--- config.mk ---
export PLATFORM = sky130hd
export DESIGN_NAME = cci_mpf_prim_lru_sched_flat
export DESIGN_NICKNAME = d
export VERILOG_FILES = /design/src/rtl/cci_mpf_prim_lru_sched_if.sv /design/src/rtl/cci_mpf_prim_lru_sched.sv /design/src/flat_wrapper.sv
export SDC_FILE = /design/constraint.sdc
export NUM_CORES = 1
export LEC_CHECK = 0
export BUFFER_PORTS_ARGS = -buffer_cell sky130_fd_sc_hd__buf_2
export CAP_MARGIN = 30
export CORE_MARGIN = 8
export CORE_UTILIZATION = 61
export DETAILED_ROUTE_END_ITERATION = 7
export PLACE_DENSITY = 0.95
export SLEW_MARGIN = 20
export SYNTH_ARGS = -nofsm -noshare
export SYNTH_HDL_FRONTEND = slang
export SYNTH_SLANG_ARGS = --single-unit
--- constraint.sdc ---
create_clock -name clk -period 15.4 [get_ports clk]
set_clock_uncertainty 0.1 [all_clocks]
set_input_delay 3.08 -clock clk [delete_from_list [all_inputs] [get_ports clk]]
set_output_delay 3.08 -clock clk [all_outputs]
set_load 0.05 [all_outputs]
--- src/rtl/cci_mpf_prim_lru_sched_if.sv ---
// Scheduler-to-table link: one lookup port with a fixed-latency response and two reference-update ports.
interface cci_mpf_prim_lru_sched_if #(
  parameter int N_WAYS   = 4,
  parameter int IDX_BITS = 10
);
  logic                      lruRdy;
  logic [IDX_BITS-1:0]       lruLookupIdx;
  logic                      lruLookupEn;
  logic [$clog2(N_WAYS)-1:0] lruLookupRsp;
  logic [N_WAYS-1:0]         lruLookupVecRsp;
  logic                      lruLookupRspRdy;
  logic [IDX_BITS-1:0]       lruRefIdx0;
  logic [IDX_BITS-1:0]       lruRefIdx1;
  logic [N_WAYS-1:0]         lruRefWayVec0;
  logic [N_WAYS-1:0]         lruRefWayVec1;
  logic                      lruRefEn0;
  logic                      lruRefEn1;

  modport master (
    input  lruRdy, lruLookupRsp, lruLookupVecRsp, lruLookupRspRdy,
    output lruLookupIdx, lruLookupEn,
    output lruRefIdx0, lruRefIdx1, lruRefWayVec0, lruRefWayVec1, lruRefEn0, lruRefEn1
  );

  modport slave (
    output lruRdy, lruLookupRsp, lruLookupVecRsp, lruLookupRspRdy,
    input  lruLookupIdx, lruLookupEn,
    input  lruRefIdx0, lruRefIdx1, lruRefWayVec0, lruRefWayVec1, lruRefEn0, lruRefEn1
  );
endinterface

--- src/rtl/cci_mpf_prim_lru_sched.sv ---
// Shares the pseudo-LRU table's lookup port and two update ports among N_REQ clients:
// round-robin lookups tagged through the table latency, and a coalescing reference FIFO.
module cci_mpf_prim_lru_sched #(
  parameter  int N_REQ          = 4,
  parameter  int N_WAYS         = 4,
  parameter  int N_ENTRIES      = 1024,
  parameter  int LOOKUP_LATENCY = 3,
  parameter  int REF_FIFO_DEPTH = 8,
  localparam int IDX_BITS       = $clog2(N_ENTRIES),
  localparam int WAY_W          = $clog2(N_WAYS),
  localparam int ID_W           = $clog2(N_REQ)
) (
  input  logic                       clk,
  input  logic                       reset,
  output logic                       rdy,
  cci_mpf_prim_lru_sched_if.master   lru,
  input  logic [N_REQ-1:0]           reqLookupEn,
  input  logic [N_REQ*IDX_BITS-1:0]  reqLookupIdx,
  output logic [N_REQ-1:0]           reqLookupGnt,
  output logic [N_REQ-1:0]           rspValid,
  output logic [WAY_W-1:0]           rspWay,
  output logic [N_WAYS-1:0]          rspWayVec,
  input  logic [N_REQ-1:0]           reqRefEn,
  input  logic [N_REQ*IDX_BITS-1:0]  reqRefIdx,
  input  logic [N_REQ*N_WAYS-1:0]    reqRefWayVec,
  output logic [N_REQ-1:0]           reqRefGnt,
  output logic [15:0]                dropCnt,
  output logic                       tagErr
);
  localparam int PTR_W = $clog2(REF_FIFO_DEPTH);
  localparam int L     = LOOKUP_LATENCY;

  typedef enum logic {S_INIT, S_RUN} state_t;

  state_t state;
  logic   run;
  logic   ref_open;

  assign run = (state == S_RUN);

  function automatic logic [15:0] sat_inc16(input logic [15:0] v);
    return (v == 16'hFFFF) ? v : v + 16'd1;
  endfunction

  function automatic logic [ID_W-1:0] next_id(input logic [ID_W-1:0] id);
    return (id == ID_W'(N_REQ - 1)) ? '0 : id + ID_W'(1);
  endfunction

  function automatic void rr_pick(input  logic [N_REQ-1:0] req,
                                  input  logic [ID_W-1:0]  ptr,
                                  output logic             found,
                                  output logic [ID_W-1:0]  win);
    found = 1'b0;
    win   = '0;
    for (int k = 0; k < N_REQ; k++) begin
      int i;
      i = (int'(ptr) + k) % N_REQ;
      if (!found && req[i]) begin
        found = 1'b1;
        win   = ID_W'(i);
      end
    end
  endfunction

  // The table may drop lruRdy after coming up; references keep being accepted and
  // simply wait in the buffer until the drain resumes.
  always_ff @(posedge clk or negedge reset) begin
    if (!reset) begin
      state    <= S_INIT;
      rdy      <= 1'b0;
      ref_open <= 1'b0;
    end else begin
      case (state)
        S_INIT: if (lru.lruRdy) begin
          state    <= S_RUN;
          rdy      <= 1'b1;
          ref_open <= 1'b1;
        end
        S_RUN: if (!lru.lruRdy) begin
          state <= S_INIT;
          rdy   <= 1'b0;
        end
        default: state <= S_INIT;
      endcase
    end
  end

  logic            lk_vld;
  logic [ID_W-1:0] lk_win;
  logic [ID_W-1:0] lk_ptr;

  always_comb begin
    rr_pick(reqLookupEn & {N_REQ{run}}, lk_ptr, lk_vld, lk_win);
  end

  assign reqLookupGnt     = lk_vld ? (N_REQ'(1) << lk_win) : '0;
  assign lru.lruLookupEn  = lk_vld;
  assign lru.lruLookupIdx = lk_vld ? reqLookupIdx[lk_win*IDX_BITS +: IDX_BITS] : '0;

  // Stage p0..p(L-1): tag pipe tracking each grant until the table answers
  logic [L-1:0]    tag_vld_p;
  logic [ID_W-1:0] tag_id_p [L];
  logic            tag_hit;

  assign tag_hit = lru.lruLookupRspRdy && tag_vld_p[L-1];

  always_ff @(posedge clk or negedge reset) begin
    if (!reset) begin
      tag_vld_p <= '0;
      rspValid  <= '0;
      rspWay    <= '0;
      rspWayVec <= '0;
      tagErr    <= 1'b0;
    end else begin
      tag_vld_p[0] <= lk_vld;
      for (int s = 1; s < L; s++) tag_vld_p[s] <= tag_vld_p[s-1];
      // Response stage: one cycle after the table's response strobe
      rspValid <= tag_hit ? (N_REQ'(1) << tag_id_p[L-1]) : '0;
      if (tag_hit) begin
        rspWay    <= lru.lruLookupRsp;
        rspWayVec <= lru.lruLookupVecRsp;
      end
      if (lru.lruLookupRspRdy != tag_vld_p[L-1]) tagErr <= 1'b1;
    end
  end

  logic [IDX_BITS-1:0] fifo_idx [REF_FIFO_DEPTH];
  logic [N_WAYS-1:0]   fifo_vec [REF_FIFO_DEPTH];
  logic [PTR_W:0]      wr_ptr, rd_ptr, occ, occ_after;
  logic [PTR_W-1:0]    head, second, newest;
  logic                en0, en1;
  logic [1:0]          deq;

  assign occ       = wr_ptr - rd_ptr;
  assign head      = rd_ptr[PTR_W-1:0];
  assign second    = head + PTR_W'(1);
  assign newest    = wr_ptr[PTR_W-1:0] - PTR_W'(1);
  // Port 1 shares the table's lookup read port and must not update the same set twice
  assign en0       = run && (occ != '0);
  assign en1       = run && (occ >= (PTR_W+1)'(2)) && !lk_vld && (fifo_idx[second] != fifo_idx[head]);
  assign deq       = {1'b0, en0} + {1'b0, en1};
  assign occ_after = occ - (PTR_W+1)'(deq);

  assign lru.lruRefEn0     = en0;
  assign lru.lruRefIdx0    = en0 ? fifo_idx[head] : '0;
  assign lru.lruRefWayVec0 = en0 ? fifo_vec[head] : '0;
  assign lru.lruRefEn1     = en1;
  assign lru.lruRefIdx1    = en1 ? fifo_idx[second] : '0;
  assign lru.lruRefWayVec1 = en1 ? fifo_vec[second] : '0;

  logic                rf_vld;
  logic [ID_W-1:0]     rf_win;
  logic [ID_W-1:0]     rf_ptr;
  logic [IDX_BITS-1:0] rf_idx;
  logic [N_WAYS-1:0]   rf_vec;
  logic                coalesce, alloc, drop;

  always_comb begin
    rr_pick(reqRefEn & {N_REQ{ref_open}}, rf_ptr, rf_vld, rf_win);
  end

  assign rf_idx    = reqRefIdx[rf_win*IDX_BITS +: IDX_BITS];
  assign rf_vec    = reqRefWayVec[rf_win*N_WAYS +: N_WAYS];
  assign reqRefGnt = rf_vld ? (N_REQ'(1) << rf_win) : '0;
  // Merge only into an entry that survives this cycle's drain
  assign coalesce  = rf_vld && (occ > (PTR_W+1)'(deq)) && (fifo_idx[newest] == rf_idx);
  assign alloc     = rf_vld && !coalesce && (occ_after < (PTR_W+1)'(REF_FIFO_DEPTH));
  assign drop      = rf_vld && !coalesce && !alloc;

  always_ff @(posedge clk or negedge reset) begin
    if (!reset) begin
      wr_ptr  <= '0;
      rd_ptr  <= '0;
      lk_ptr  <= '0;
      rf_ptr  <= '0;
      dropCnt <= '0;
    end else begin
      rd_ptr <= rd_ptr + (PTR_W+1)'(deq);
      if (alloc)  wr_ptr  <= wr_ptr + (PTR_W+1)'(1);
      if (drop)   dropCnt <= sat_inc16(dropCnt);
      if (lk_vld) lk_ptr  <= next_id(lk_win);
      if (rf_vld) rf_ptr  <= next_id(rf_win);
    end
  end

  always_ff @(posedge clk) begin
    tag_id_p[0] <= lk_win;
    for (int s = 1; s < L; s++) tag_id_p[s] <= tag_id_p[s-1];
    if (alloc) begin
      fifo_idx[wr_ptr[PTR_W-1:0]] <= rf_idx;
      fifo_vec[wr_ptr[PTR_W-1:0]] <= rf_vec;
    end
    if (coalesce) fifo_vec[newest] <= fifo_vec[newest] | rf_vec;
  end
endmodule
--- src/flat_wrapper.sv ---
// flat-port wrapper written by rule: the top's interface ports become plain ports
module cci_mpf_prim_lru_sched_flat 
#(
  parameter  int N_REQ          = 4,
  parameter  int N_WAYS         = 4,
  parameter  int N_ENTRIES      = 1024,
  parameter  int LOOKUP_LATENCY = 3,
  parameter  int REF_FIFO_DEPTH = 8,
  localparam int IDX_BITS       = $clog2(N_ENTRIES),
  localparam int WAY_W          = $clog2(N_WAYS),
  localparam int ID_W           = $clog2(N_REQ)
)
  (clk, reset, rdy, reqLookupEn, reqLookupIdx, reqLookupGnt, rspValid, rspWay, rspWayVec, reqRefEn, reqRefIdx, reqRefWayVec, reqRefGnt, dropCnt, tagErr, lru_lruRdy, lru_lruLookupRsp, lru_lruLookupVecRsp, lru_lruLookupRspRdy, lru_lruLookupIdx, lru_lruLookupEn, lru_lruRefIdx0, lru_lruRefIdx1, lru_lruRefWayVec0, lru_lruRefWayVec1, lru_lruRefEn0, lru_lruRefEn1);
  cci_mpf_prim_lru_sched_if #(.N_WAYS(N_WAYS)) lru_i ();
  input  logic clk;
  input  logic reset;
  output logic rdy;
  input  logic [N_REQ-1:0] reqLookupEn;
  input  logic [N_REQ*IDX_BITS-1:0] reqLookupIdx;
  output logic [N_REQ-1:0] reqLookupGnt;
  output logic [N_REQ-1:0] rspValid;
  output logic [WAY_W-1:0] rspWay;
  output logic [N_WAYS-1:0] rspWayVec;
  input  logic [N_REQ-1:0] reqRefEn;
  input  logic [N_REQ*IDX_BITS-1:0] reqRefIdx;
  input  logic [N_REQ*N_WAYS-1:0] reqRefWayVec;
  output logic [N_REQ-1:0] reqRefGnt;
  output logic [15:0] dropCnt;
  output logic tagErr;
  input wire logic [$bits(lru_i.lruRdy)-1:0] lru_lruRdy;
  input wire logic [$bits(lru_i.lruLookupRsp)-1:0] lru_lruLookupRsp;
  input wire logic [$bits(lru_i.lruLookupVecRsp)-1:0] lru_lruLookupVecRsp;
  input wire logic [$bits(lru_i.lruLookupRspRdy)-1:0] lru_lruLookupRspRdy;
  output wire logic [$bits(lru_i.lruLookupIdx)-1:0] lru_lruLookupIdx;
  output wire logic [$bits(lru_i.lruLookupEn)-1:0] lru_lruLookupEn;
  output wire logic [$bits(lru_i.lruRefIdx0)-1:0] lru_lruRefIdx0;
  output wire logic [$bits(lru_i.lruRefIdx1)-1:0] lru_lruRefIdx1;
  output wire logic [$bits(lru_i.lruRefWayVec0)-1:0] lru_lruRefWayVec0;
  output wire logic [$bits(lru_i.lruRefWayVec1)-1:0] lru_lruRefWayVec1;
  output wire logic [$bits(lru_i.lruRefEn0)-1:0] lru_lruRefEn0;
  output wire logic [$bits(lru_i.lruRefEn1)-1:0] lru_lruRefEn1;
  assign lru_i.lruRdy = lru_lruRdy;
  assign lru_i.lruLookupRsp = lru_lruLookupRsp;
  assign lru_i.lruLookupVecRsp = lru_lruLookupVecRsp;
  assign lru_i.lruLookupRspRdy = lru_lruLookupRspRdy;
  assign lru_lruLookupIdx = lru_i.lruLookupIdx;
  assign lru_lruLookupEn = lru_i.lruLookupEn;
  assign lru_lruRefIdx0 = lru_i.lruRefIdx0;
  assign lru_lruRefIdx1 = lru_i.lruRefIdx1;
  assign lru_lruRefWayVec0 = lru_i.lruRefWayVec0;
  assign lru_lruRefWayVec1 = lru_i.lruRefWayVec1;
  assign lru_lruRefEn0 = lru_i.lruRefEn0;
  assign lru_lruRefEn1 = lru_i.lruRefEn1;
  cci_mpf_prim_lru_sched #(.N_REQ(N_REQ), .N_WAYS(N_WAYS), .N_ENTRIES(N_ENTRIES), .LOOKUP_LATENCY(LOOKUP_LATENCY), .REF_FIFO_DEPTH(REF_FIFO_DEPTH)) u_core (.clk(clk), .reset(reset), .rdy(rdy), .lru(lru_i), .reqLookupEn(reqLookupEn), .reqLookupIdx(reqLookupIdx), .reqLookupGnt(reqLookupGnt), .rspValid(rspValid), .rspWay(rspWay), .rspWayVec(rspWayVec), .reqRefEn(reqRefEn), .reqRefIdx(reqRefIdx), .reqRefWayVec(reqRefWayVec), .reqRefGnt(reqRefGnt), .dropCnt(dropCnt), .tagErr(tagErr));
endmodule
==> implementation parameters <==
Parameter                              Value

Outcome
  Run status ... complete, no violations

Layout
  Fraction of final layout cells with drive strength greater than 1 ... 0.3632
  Storage cell area ... approximately 0.0046 mm2
  Final cell count without fillers ... about 1200
  Final core occ ... 0.7419
  FILL cells ... ~920
  Area of the multi-input gates ... between 0.005 and 0.006 mm2
  Final std cell area, no fill ... approximately 0.012 mm2
  Area grow syn2layout ... 18.85%
  Net count, final ... around 1100

STA
  Worst Tran Pin Value ... 1.014 ns
  Final Max Tran Viols ... 0
  Setup-violating endpoint count in the final report ... 0
  Worst-case headroom to the max-slew limit ... 0.3239
  Final period utilization ... 0.6158
  Final worst path period need ... between 9 and 10 ns
  Fin Setup TNS ... 0 ns
  RSZ-0062 raised after global routing ... false
  Highest achievable clock rate ... about 110 MHz
  Hold violation count in the final report ... 0

Global routing
  Global-route usage over all layers ... 0.3193
  Global-route wire length before repair ... 48840 um
  Remaining global-route overflow ... 0
  Via count of the first global-routing pass ... a little over 8000
  Antenna violations before repair ... 5
  Pin count of the biggest net entering global routing ... 59

Clock network
  Clock tree from TritonCTS ... built
  Number of buffers inserted by post-CTS setup repair ... 0
  Number of clock buffers inserted by TritonCTS ... 17
  Root buf cell ... clkbuf_16
  Clock latency of the later-clocked register in the worst-skew pair ... 0.44 ns
  Count of H-tree levels built during CTS ... 4
  Resized cells post-CTS ... 0
  Hold buffer count at CTS ... 0
  Clock-pin slew on the worst setup and hold paths ... 0.07 ns
  Number of buffers on the longest clock path ... 2
  Count of clock tree sinks ... between 150 and 200

Logic synthesis
  Synthesized area divided by synthesized cell count ... roughly 13 um2
  Largest cells by area after synthesis ... edfxtp_1 34%, mux4_2 20%, dfrtp_1 11%, mux2i_1 6.5%, nand2_1 3.6%
  Fraction of post-synthesis cell area in the top cell type by area ... 0.3392
  Number of instances in the synthesized netlist ... 770
  Xor/xnor share of the synthesized area ... 0.03975
  Share of synthesized registers carrying an async set or reset ... 0.2761
  Proportion of synthesized area in mux cells ... 0.2774
  Top_reg_cell synth ... edfxtp_1
  Count of state elements after synthesis ... 163
  Leading area contributor after synthesis ... edfxtp_1
  Synthesized-area fraction occupied by adder cells ... 0.03180
  Total standard cell area after synthesis ... 0.009916 mm2
  Fraction of the mapped netlist area in compound gates ... 0.04366
  Seq/Total Area, Yosys ... 0.4649
  Syn. warnings ... 0
  Number of flops mapped to enable cells by yosys ... 112
  Dominant combinational cell family by area after synthesis ... multiplexers
  Fraction of the mapped netlist area in simple logic gates ... 0.1115
  Yosys cell types ... 55
  Post-synthesis net count ... approximately 910

Critical path
  Worst Setup SP ... reqLookupEn[0]
  Endpoint required time on the critical path ... 12.22 ns
  Worst reg-to-reg path cell count ... 19
  Destination of the worst register-to-register timing path ... u_core.fifo_vec[4][3]$_DFFE_PP_
  Worst Setup End Kind ... output port
  Arr. time, crit path ... between 6 and 7 ns
  Reg-to-reg setup timing slack ... 7.68 ns
  Critical R2R Launch ... u_core.rd_ptr[1]$_DFF_PN0_
  Type of the worst setup path ... in2out
  Launching element type of the critical path ... input pin
  Critical Path Fanout Max ... 18

Worst hold path
  Worst hold start ... u_core.tag_id_p[0][1]$_DFF_P_
  Worst hold path stage count ... 0
  Endpoint of the worst hold-timing path ... u_core.tag_id_p[0][3]$_DFF_P_
  Worst min path class ... reg2reg

Drt
  Average wire per cell in the routed design ... ~28 um
  Final routed DRC violation total ... 0
  Vias post-DR ... 8327
  Initial DRT Pass Iterations ... 7
  Avg Vias per Cell ... between 7 and 8
  Number of design-rule violations left by the first detailed-router iteration ... ~1400
  Remaining number of nets flagged by the antenna check after routing ... 0
  Total Routed Length ... between 30000 and 40000 um

Floorplanning
  Standard-cell rows ... 46
  I/O pin count ... around 190
  Initial Util ... 0.6242
  Total Die Area ... 0.02059 mm2
  Area inside the core boundary ... between 0.015 and 0.02 mm2
  Width of the die ... ~140 um
  DIE HEIGHT ... roughly 140 um

Placed design
  Number of buffer cells added on primary ports ... between 150 and 200
  Area of placed instances ... ~0.011 mm2
  Post-detailed-placement half-perimeter wirelength ... between 20000 and 25000 um
  Routability congestion estimate from global placement ... 0.9275
  Number of placed instances, taps included ... ~1100

Run
  Max_cap viols ... 0
==> layer usage <==
metal	GRT usage	part of all wire	routed length [um]
met4	0.1633	0.060	1962
met3	0.1025	0.14	4414
met5	0	0	0
met2	0.5136	0.48	15620
met1	0.3801	0.33	10640
==> sequential cells by signal (all words and copies together), names as in the netlist <==
name,count
u_core.rd_ptr,4
u_core.fifo_idx,80
u_core.wr_ptr,4
u_core.lk_ptr,2
u_core.rf_ptr,2
u_core.fifo_vec,32
u_core.tagErr,1
u_core.rspWay,2
u_core.run,1
u_core.ref_open,1
u_core.rspValid,4
u_core.tag_id_p,6
u_core.dropCnt,16
u_core.tag_vld_p,3
u_core.rspWayVec,4
u_core.rdy,1
==> cell usage in the layout (no fill, tap or decap), types with 3 or more instances in the layout <==
master	netlist	final
a21oi_1	15	15
a22oi_1	10	10
a311oi_1	10	10
and2_1	6	6
and3_1	25	25
buf_2	12	190
buf_4	3	13
clkbuf_16	0	21
dfrtp_1	45	42
dfrtp_2	0	3
dfxtp_1	6	6
diode_2	0	5
edfxtp_1	112	112
ha_1	22	22
inv_1	25	26
inv_6	0	6
mux2_2	12	12
mux2i_1	64	64
mux4_2	86	86
nand2_1	94	94
nand2b_1	7	7
nand3_1	23	23
nand4_1	6	6
nor2_1	43	42
nor2b_1	7	7
nor3_1	7	5
o21ai_0	9	9
o21ai_1	4	4
or3_1	4	4
or4_1	3	3
xnor2_1	32	32
xor2_1	13	12
==> worst max path at each step <==
stage,to,slack (ns)
after floorplan,lru_lruRefIdx1[0],6.39
after global placement,lru_lruRefWayVec1[1],6.32
after detailed placement,lru_lruRefIdx1[6],6.08
after CTS,lru_lruRefIdx1[2],6.07
after global routing,lru_lruRefIdx1[2],5.75
final,lru_lruRefIdx1[2],5.92
==> logic make-up after synthesis <==
kind of cell,after synthesis
AO/OA/AOI/OAI,63
AND/OR/NAND/NOR,235
buffers and inverters,75
multiplexers,165
XOR/XNOR,45
adder cells (fa/ha/maj),24
flip-flops,163
==> synth_stat cells, types with 7 or more instances <==
cell type,n
nand2b_1,7
edfxtp_1,112
nor2b_1,7
inv_1,25
buf_2,12
dfrtp_1,45
nand2_1,94
ha_1,22
nor2_1,43
a21oi_1,15
o21ai_0,9
a311oi_1,10
mux2i_1,64
nand3_1,23
and3_1,25
mux4_2,86
xnor2_1,32
xor2_1,13
clkbuf_1,30
nor3_1,7
a22oi_1,10
mux2_2,12
==> layout make-up <==
cell class,count,share of cell area
multi-input combinational,532,0.4275
sequential,163,0.3914
timing repair buffer,207,0.09566
clock buffer,21,0.04459
tap,216,0.02293
inverter,27,0.008600
clock inverter,11,0.008175
antenna,5,0.001062
==> through the flow <==
step | hold WS [ns] | worst slack (ns)
after floorplan | 0.2096 | 6.389
after global placement | 0.2103 | 6.315
after detailed placement | 0.2121 | 6.075
after CTS | 0.2281 | 6.069
after global routing | 0.2360 | 5.750
final | 0.2280 | 5.917
==> critical path, cell delays in order <==
cell and delay, ns:
buf_2 0.12, nor2b_1 0.13, o21ai_0 0.28, inv_1 0.11
nor2_1 0.17, and3_1 0.59, inv_1 0.28, or4_1 0.95
nor2_1 0.27, buf_2 0.32
Power is not shown: default switching activity piles up to over one toggle a cycle in this logic, so the estimate is an artifact.
